`config.mk`:
```
export PLATFORM = sky130hd
export DESIGN_NAME = branch_resolve_flat
export DESIGN_NICKNAME = d
export VERILOG_FILES = /design/src/rtl/branch_resolve_if.sv /design/src/rtl/branch_resolve.sv /design/src/flat_wrapper.sv
export SDC_FILE = /design/constraint.sdc
export NUM_CORES = 1
export LEC_CHECK = 0
export CORE_MARGIN = 2
export CORE_UTILIZATION = 30
export DETAILED_ROUTE_END_ITERATION = 10
export PLACE_DENSITY_LB_ADDON = 0.12
export SYNTH_ARGS = -nofsm -noshare
export SYNTH_HDL_FRONTEND = slang
export SYNTH_SLANG_ARGS = --single-unit
export TNS_END_PERCENT = 100
```
`constraint.sdc`:
```
create_clock -name i_clk -period 4.1 [get_ports i_clk]
set_clock_uncertainty 0.1 [all_clocks]
set_input_delay 0.82 -clock i_clk [delete_from_list [all_inputs] [get_ports i_clk]]
set_output_delay 0.82 -clock i_clk [all_outputs]
set_load 0.1 [all_outputs]
```
`src/rtl/branch_resolve_if.sv`:
```
// branch_resolve_if: record-in / record-out bundle of the branch resolution stage.
// BRANCH_RESOLVE_STATS_EN adds the two statistics counters.
interface branch_resolve_if #(parameter int XLEN = 32);
   logic            i_valid, o_ready, i_is_branch, i_is_jal, i_is_jalr, i_pred_taken;
   logic [XLEN-1:0] i_pc, i_imm, i_rs1, i_cmp_result;
   logic            o_valid, i_ready, o_taken, o_redirect;
   logic [XLEN-1:0] o_link, o_target;
`ifdef BRANCH_RESOLVE_STATS_EN
   logic [31:0]     o_stat_branches, o_stat_mispred;
`endif
   modport slave (
      input  i_valid, i_is_branch, i_is_jal, i_is_jalr, i_pred_taken,
      input  i_pc, i_imm, i_rs1, i_cmp_result, i_ready,
      output o_ready, o_valid, o_taken, o_redirect, o_link, o_target
`ifdef BRANCH_RESOLVE_STATS_EN
      , output o_stat_branches, o_stat_mispred
`endif
   );
   modport master (
      output i_valid, i_is_branch, i_is_jal, i_is_jalr, i_pred_taken,
      output i_pc, i_imm, i_rs1, i_cmp_result, i_ready,
      input  o_ready, o_valid, o_taken, o_redirect, o_link, o_target
`ifdef BRANCH_RESOLVE_STATS_EN
      , input o_stat_branches, o_stat_mispred
`endif
   );
endinterface

```
`src/rtl/branch_resolve.sv`:
```
// branch_resolve: execute-stage branch/jump resolution with redirect and wrong-path flush.
// BRANCH_RESOLVE_STATS_EN adds saturating branch/mispredict counters.
module branch_resolve #(
   parameter int XLEN         = 32,
   parameter int FLUSH_CYCLES = 2
) (
   input logic             i_clk,
   input logic             i_rst,
   branch_resolve_if.slave bus
);
   localparam int CW = (FLUSH_CYCLES > 0) ? $clog2(FLUSH_CYCLES + 1) : 1;
   typedef enum logic {RUN, FLUSH} state_e;
   state_e          state_q, state_d;
   logic [CW-1:0]   cnt_q, cnt_d;
   logic            valid_q, valid_d, taken_q, taken_d, redirect_q, redirect_d;
   logic [XLEN-1:0] link_q, link_d, target_q, target_d;
   logic            ready, acc, ctrl, taken, mispred, unused_cmp;
   logic [XLEN-1:0] link, tgt_taken;
   assign unused_cmp = ^bus.i_cmp_result[XLEN-1:1];
   assign ready      = (state_q == FLUSH) | ~valid_q | bus.i_ready;
   assign acc        = (state_q == RUN) & bus.i_valid & ready;
   assign ctrl       = bus.i_is_branch | bus.i_is_jal | bus.i_is_jalr;
   assign taken      = bus.i_is_jal | bus.i_is_jalr | (bus.i_is_branch & bus.i_cmp_result[0]);
   // JALR never matches a prediction since the front end has no target predictor
   assign mispred    = bus.i_is_jalr | (ctrl & (taken != bus.i_pred_taken));
   assign link       = bus.i_pc + XLEN'(4);
   assign tgt_taken  = bus.i_is_jalr ? ((bus.i_rs1 + bus.i_imm) & ~XLEN'(1)) : (bus.i_pc + bus.i_imm);
   always_comb begin
      state_d    = state_q;
      cnt_d      = cnt_q;
      valid_d    = acc | (valid_q & ~bus.i_ready);
      taken_d    = acc ? taken : taken_q;
      link_d     = acc ? link : link_q;
      redirect_d = acc & mispred;
      target_d   = acc ? (taken ? tgt_taken : link) : target_q;
      if (state_q == RUN) begin
         if (acc & mispred & (FLUSH_CYCLES > 0)) begin
            state_d = FLUSH;
            cnt_d   = CW'(FLUSH_CYCLES);
         end
      end else if (bus.i_valid) begin
         cnt_d = cnt_q - CW'(1);
         if (cnt_q == CW'(1)) state_d = RUN;
      end
   end
   always_ff @(posedge i_clk) begin
      if (i_rst) begin
         state_q    <= RUN;
         cnt_q      <= '0;
         valid_q    <= 1'b0;
         taken_q    <= 1'b0;
         redirect_q <= 1'b0;
         link_q     <= '0;
         target_q   <= '0;
      end else begin
         state_q    <= state_d;
         cnt_q      <= cnt_d;
         valid_q    <= valid_d;
         taken_q    <= taken_d;
         redirect_q <= redirect_d;
         link_q     <= link_d;
         target_q   <= target_d;
      end
   end
   assign bus.o_ready    = ready;
   assign bus.o_valid    = valid_q;
   assign bus.o_taken    = taken_q;
   assign bus.o_redirect = redirect_q;
   assign bus.o_link     = link_q;
   assign bus.o_target   = target_q;
`ifdef BRANCH_RESOLVE_STATS_EN
   logic [31:0] br_q, br_d, mp_q, mp_d;
   always_comb begin
      br_d = br_q + 32'(acc & ctrl & (br_q != '1));
      mp_d = mp_q + 32'(acc & mispred & (mp_q != '1));
   end
   always_ff @(posedge i_clk) begin
      if (i_rst) begin
         br_q <= '0;
         mp_q <= '0;
      end else begin
         br_q <= br_d;
         mp_q <= mp_d;
      end
   end
   assign bus.o_stat_branches = br_q;
   assign bus.o_stat_mispred  = mp_q;
`endif
endmodule

```
`src/flat_wrapper.sv`:
```
// flat-port wrapper written by rule: the top's interface ports become plain ports
module branch_resolve_flat 
#(
   parameter int XLEN         = 32,
   parameter int FLUSH_CYCLES = 2
)
  (i_clk, i_rst, bus_i_valid, bus_i_is_branch, bus_i_is_jal, bus_i_is_jalr, bus_i_pred_taken, bus_i_pc, bus_i_imm, bus_i_rs1, bus_i_cmp_result, bus_i_ready, bus_o_ready, bus_o_valid, bus_o_taken, bus_o_redirect, bus_o_link, bus_o_target);
  branch_resolve_if #(.XLEN(XLEN)) bus_i ();
  input logic i_clk;
  input logic i_rst;
  input wire logic [$bits(bus_i.i_valid)-1:0] bus_i_valid;
  input wire logic [$bits(bus_i.i_is_branch)-1:0] bus_i_is_branch;
  input wire logic [$bits(bus_i.i_is_jal)-1:0] bus_i_is_jal;
  input wire logic [$bits(bus_i.i_is_jalr)-1:0] bus_i_is_jalr;
  input wire logic [$bits(bus_i.i_pred_taken)-1:0] bus_i_pred_taken;
  input wire logic [$bits(bus_i.i_pc)-1:0] bus_i_pc;
  input wire logic [$bits(bus_i.i_imm)-1:0] bus_i_imm;
  input wire logic [$bits(bus_i.i_rs1)-1:0] bus_i_rs1;
  input wire logic [$bits(bus_i.i_cmp_result)-1:0] bus_i_cmp_result;
  input wire logic [$bits(bus_i.i_ready)-1:0] bus_i_ready;
  output wire logic [$bits(bus_i.o_ready)-1:0] bus_o_ready;
  output wire logic [$bits(bus_i.o_valid)-1:0] bus_o_valid;
  output wire logic [$bits(bus_i.o_taken)-1:0] bus_o_taken;
  output wire logic [$bits(bus_i.o_redirect)-1:0] bus_o_redirect;
  output wire logic [$bits(bus_i.o_link)-1:0] bus_o_link;
  output wire logic [$bits(bus_i.o_target)-1:0] bus_o_target;
  assign bus_i.i_valid = bus_i_valid;
  assign bus_i.i_is_branch = bus_i_is_branch;
  assign bus_i.i_is_jal = bus_i_is_jal;
  assign bus_i.i_is_jalr = bus_i_is_jalr;
  assign bus_i.i_pred_taken = bus_i_pred_taken;
  assign bus_i.i_pc = bus_i_pc;
  assign bus_i.i_imm = bus_i_imm;
  assign bus_i.i_rs1 = bus_i_rs1;
  assign bus_i.i_cmp_result = bus_i_cmp_result;
  assign bus_i.i_ready = bus_i_ready;
  assign bus_o_ready = bus_i.o_ready;
  assign bus_o_valid = bus_i.o_valid;
  assign bus_o_taken = bus_i.o_taken;
  assign bus_o_redirect = bus_i.o_redirect;
  assign bus_o_link = bus_i.o_link;
  assign bus_o_target = bus_i.o_target;
  branch_resolve #(.XLEN(XLEN), .FLUSH_CYCLES(FLUSH_CYCLES)) u_core (.i_clk(i_clk), .i_rst(i_rst), .bus(bus_i));
endmodule
```
* Yosys cells after proc, flatten, opt, wreduce, memory -nomap -nowiden
Index checks and enable logic that the tools add are counted.
** Cells by class
- Add/subtract/negate cells :: 4
- Equality and inequality tests :: 3
- Mux-type cells :: 9
- Bitwise operators :: 17
- Reduce and logical (&&, ||, !) cells :: 2
** Operators with widths (number)
- 32-bit adder :: 2
- 32-bit 2-to-1 mux :: 2
- 32-bit by 3-bit adder with 32-bit output (second input constant) :: 1
- 1-bit OR :: 8
- 1-bit bitwise AND :: 6
- 2-bit 2-to-1 mux :: 3
- 1-bit 2-to-1 mux :: 4
- 1-bit NOT :: 3
- 2-bit by 1-bit equality test with 1-bit output (second input constant) :: 1
- 2-bit != test (second input constant) :: 1
- 2-bit AND reduction :: 1
- 2-bit nonzero test :: 1
- 2-bit by 1-bit subtractor with 2-bit output (second input constant) :: 1
- 1-bit != test :: 1
** Storage, ports and cells
- Register bits after elaboration :: 70
- Input bits :: 136
- Output and inout bits :: 68
- Word-level logic and storage cells :: 42

* Depth between registers and ports, before layout
- Word-level depth :: 8
- Mapped depth :: 11
- Gate-level depth less buffers :: 11

* Least setup slack after synthesis
Ideal clock, no wire load.
- Path kind :: input to register
- Start point :: input bus_i_imm[0]
- End point :: register u_core.target_q[28], in the netlist u_core.bus.o_target[28]
- Setup time :: 120 ps
- Arrival :: 3122 ps
- Data required time :: 3880 ps
- Setup slack :: 758 ps
- Stages on the path :: 11
- Buffers on the path :: 0
- Cell sequence :: and2_1 -> fa_1 -> a21o_1 -> a221oi_2 -> o211ai_1 -> a31oi_2 -> o21ai_1 -> a221o_1 -> nor3_2 -> a211oi_1 -> a211o_1
** On the way
- Word-level cells in the longest chain between the ends :: 3
- Elaborated cells on any way between the ends :: 4
- Those cells by class :: 2 x add/sub; 2 x mux
** RTL lines
- start: declaration :: line flat_wrapper.sv:17 : input wire logic [$bits(bus_i.i_imm)-1:0] bus_i_imm;
- 32-bit adder :: line branch_resolve.sv:27 : assign tgt_taken = bus.i_is_jalr ? ((bus.i_rs1 + bus.i_imm) & ~XLEN'(1)) : (bus.i_pc + bus.i_imm);
- 32-bit 2-to-1 mux * :: line branch_resolve.sv:27
- 32-bit 2-to-1 mux * :: line branch_resolve.sv:35 : target_d = acc ? (taken ? tgt_taken : link) : target_q;
- end signal: assignment :: line branch_resolve.sv:62 : target_q <= target_d;
- end: declaration :: line branch_resolve.sv:16 : logic [XLEN-1:0] link_q, link_d, target_q, target_d;
Mark *: on every way between the ends. The rest lies on a longest branch, timed or not.
A chain may end at the register's enable or synchronous reset.

* Final worst setup path
Same ends and word-level chain as after synthesis.

==> results.json <==
{
  "clk_pin_slew_worst_paths_ns": 0.06,
  "synth_nets": 1059,
  "cts_root_buf": "clkbuf_16",
  "vias": 6987,
  "yosysSeqAreaShare": 0.215,
  "cts_buffer_depth": 2,
  "rsz0062_at_grt": "false",
  "ir_drop_uv": 201,
  "drt_iter0_markers": 374,
  "r2r-start": "u_core.state_q",
  "fin_crit_sh": 0.954,
  "core-area_um2": 21200,
  "grt_pass1_vias": 6771,
  "hold_path_depth": 2,
  "synth_top_cell_by_area": "dfxtp_1",
  "synthArstFlopShare": 0,
  "dr.pass1.iters": 5,
  "outcome": "finished clean",
  "viasPerCell": 5.16,
  "grt_max_degree": 49,
  "fmax_mhz": 256,
  "synth_ff_type": "dfxtp_1",
  "initial_utilization": 0.308,
  "slew_violations": 0,
  "grt-ovfl-total": 0,
  "p_switching_mw": 1.44,
  "final_hold_viol_count": 0,
  "synthTopCellsByCount": "nor2_1 (100), a21oi_1 (83), dfxtp_1 (70), nand2_1 (68), ha_1 (63)",
  "numCtsBuffers": 9,
  "worst-setup-path-type": "in -> reg",
  "p_int_mw": 1.82,
  "timing.final.crit_period_ns": 3.91,
  "rr_endpoint": "u_core.bus.o_target[31]",
  "p_seq_frac": 0.245,
  "wl_per_cell_um": 17.8,
  "io-pin-count": 204,
  "synth_seq_cells": 70,
  "cts_hold_buffers": 0,
  "path_max_fanout": 4,
  "hold_end": "u_core.bus.o_link[3]",
  "r2r_slack_ns": 1.88,
  "leakage_nw": 3.84,
  "cts_sinks": 70,
  "critPathArrivalTime_ns": 4.04,
  "multi_input_area_um2": 4920,
  "synth_enable_flop_cells": 0,
  "seqCellArea_um2": 1400,
  "setup_tns_ns": 0,
  "place_area_um2": 8960,
  "clk_latency_ns": 0.33,
  "drt-total-wl_um": 24100,
  "setup_viol": 0,
  "power_mw": 3.26,
  "port_buffers": 172,
  "fp.dieW_um": 151,
  "nFillCells": 2164,
  "finalWeightedCongestion": 0.853,
  "row_count": 53,
  "grt_pass1_wl_um": 36800,
  "drive_gt1_frac": 0.0945,
  "htreeDepth": 3,
  "worst_slew_pin_slew_ns": 1.07,
  "hold_path_class": "reg -> reg",
  "cp.required_ns": 4.23,
  "synth.area.top_cells": "dfxtp_1 (22%), ha_1 (12%), xnor2_1 (7.1%), a21oi_1 (6.4%), nor2_1 (5.8%)",
  "synth_top_area_frac": 0.215,
  "critPathLaunchType": "primary input",
  "cts_post_setup_buffers_inserted": 0,
  "endpoint_kind": "flop",
  "die_area_um2": 22900,
  "cts-resized-gates": 0,
  "combPwrFrac": 0.507,
  "fin_nets": 1275,
  "synth_cells": 858,
  "layout_setup_ws_ns": 0.189,
  "holdCritStartpoint": "u_core.bus.o_link[3]",
  "synth_cell_types": 66,
  "grtUsageTotal": 0.209,
  "synth.most_common_cell": "nor2_1",
  "clkPwrFrac": 0.249,
  "antenna_cells": 0,
  "cts_tree": "yes",
  "netSwitchingFraction": 0.441,
  "power_per_cell_area_nw_per_um2": 352,
  "fp.dieH_um": 151,
  "finalInstanceArea_um2": 9270,
  "netlist_area_um2": 6520,
  "antenna_found_initial": 0,
  "synth_area_per_cell_um2": 7.60,
  "drc": 0,
  "slew_headroom": 0.286,
  "ant_nets": 0,
  "rr_worst_depth": 8,
  "yosysWarnings": 0,
  "drv_cap": 0,
  "place_hpwl_um": 19800,
  "place_ws_ns": -0.190,
  "syn_to_final_growth_pct": 42.3
}
==> flip-flops by register name (all words and copies together), names as in the netlist <==
signal	count
u_core.bus.o_valid	1
u_core.bus.o_redirect	1
u_core.bus.o_taken	1
u_core.bus.o_target	32
u_core.bus.o_link	32
u_core.state_q	1
u_core.cnt_q	2
==> how the worst max path moves through the flow <==
stage          slack [ns]                      end    startpoint  cells after the start
2_1_floorplan        0.76  u_core.bus.o_target[28]  bus_i_imm[0]                     11
3_3_place_gp        -0.15  u_core.bus.o_target[28]  bus_i_imm[0]                     12
3_5_place_dp        -0.19  u_core.bus.o_target[28]  bus_i_imm[0]                     12
4_1_cts              0.16  u_core.bus.o_target[28]  bus_i_imm[0]                     12
5_1_grt              0.05  u_core.bus.o_target[28]  bus_i_imm[0]                     12
6_report             0.19  u_core.bus.o_target[28]  bus_i_imm[0]                     12
==> metal layers <==
metal | global-route usage | wire length [um] | up-vias
met3 | 0.0214 | 1180 | 18
met4 | 0.0467 | 312 | 0
met2 | 0.338 | 10800 | 172
met5 | 0 | 0 | -
li1 | - | - | 3615
met1 | 0.300 | 11700 | 3182
==> stage by stage <==
| step | hold WS, ns | utilization | instances |
|---|---|---|---|
| global route | 0.371 | 0.438 | 1354 |
| detailed placement | 0.346 | 0.424 | 1338 |
| global placement | 0.342 | 0.424 | 1338 |
| finish | 0.354 | 0.438 | 1354 |
| floorplan | 0.342 | - | 858 |
| CTS | 0.354 | 0.438 | 1354 |
==> worst max-delay path: stages <==
cell	delay [ns]
clkdlybuf4s50_1	0.45
and2_1	0.19
fa_1	0.39
a21o_1	0.23
a221oi_2	0.40
o211ai_1	0.20
a31oi_2	0.29
o21ai_1	0.20
a221o_1	0.41
nor3_2	0.17
a211oi_1	0.06
a211o_1	0.23
==> layout make-up <==
cell class                 count  share of cell area
clock buffer                  10              0.0258
clock inverter                 6             0.00756
inverter                      17             0.00688
multi-input combinational    735               0.531
sequential                    70               0.151
tap                          275              0.0371
timing repair buffer         241               0.241
==> cells in the final DEF (no fill, tap or decap), drive strengths merged, types with 3 or more instances in the layout <==
cell type,count
nand4,6
dfxtp,70
nand2,68
a221oi,4
nor2b,6
or3,5
and3,15
nor2,100
nor4,5
and4,4
o21a,5
nand2b,12
a211o,7
nand3,30
o21ai,53
clkdlybuf4s50,170
inv,18
a32oi,4
a211oi,34
a31oi,15
ha,63
o21bai,5
clkbuf,10
a31o,3
buf,71
o31ai,7
o211ai,7
and2,4
a21oi,83
a22oi,13
nor3,20
or2,4
mux2i,4
a21o,36
xnor2,53
a22o,3
xor2,30
==> cell families after synthesis <==
kind of cell / synth area share
mux: 0.00614
xor+xnor: 0.112
flops: 0.215
compound gates: 0.309
simple gates: 0.200
fa+ha+maj: 0.127
buf+inv: 0.0307
==> power by group through the flow <==
| stage | sequential, mW | clock (mW) | combinational (mW) |
|---|---|---|---|
| finish | 0.797 | 0.810 | 1.65 |
| global route | 0.804 | 0.856 | 1.77 |
| CTS | 0.797 | 0.827 | 1.65 |
| detailed placement | 0.812 | 0 | 1.65 |
| global placement | 0.812 | 0 | 1.65 |
| floorplan | 1.28 | 0 | 0.631 |
Note: power is estimated with default switching activity, not from simulation.
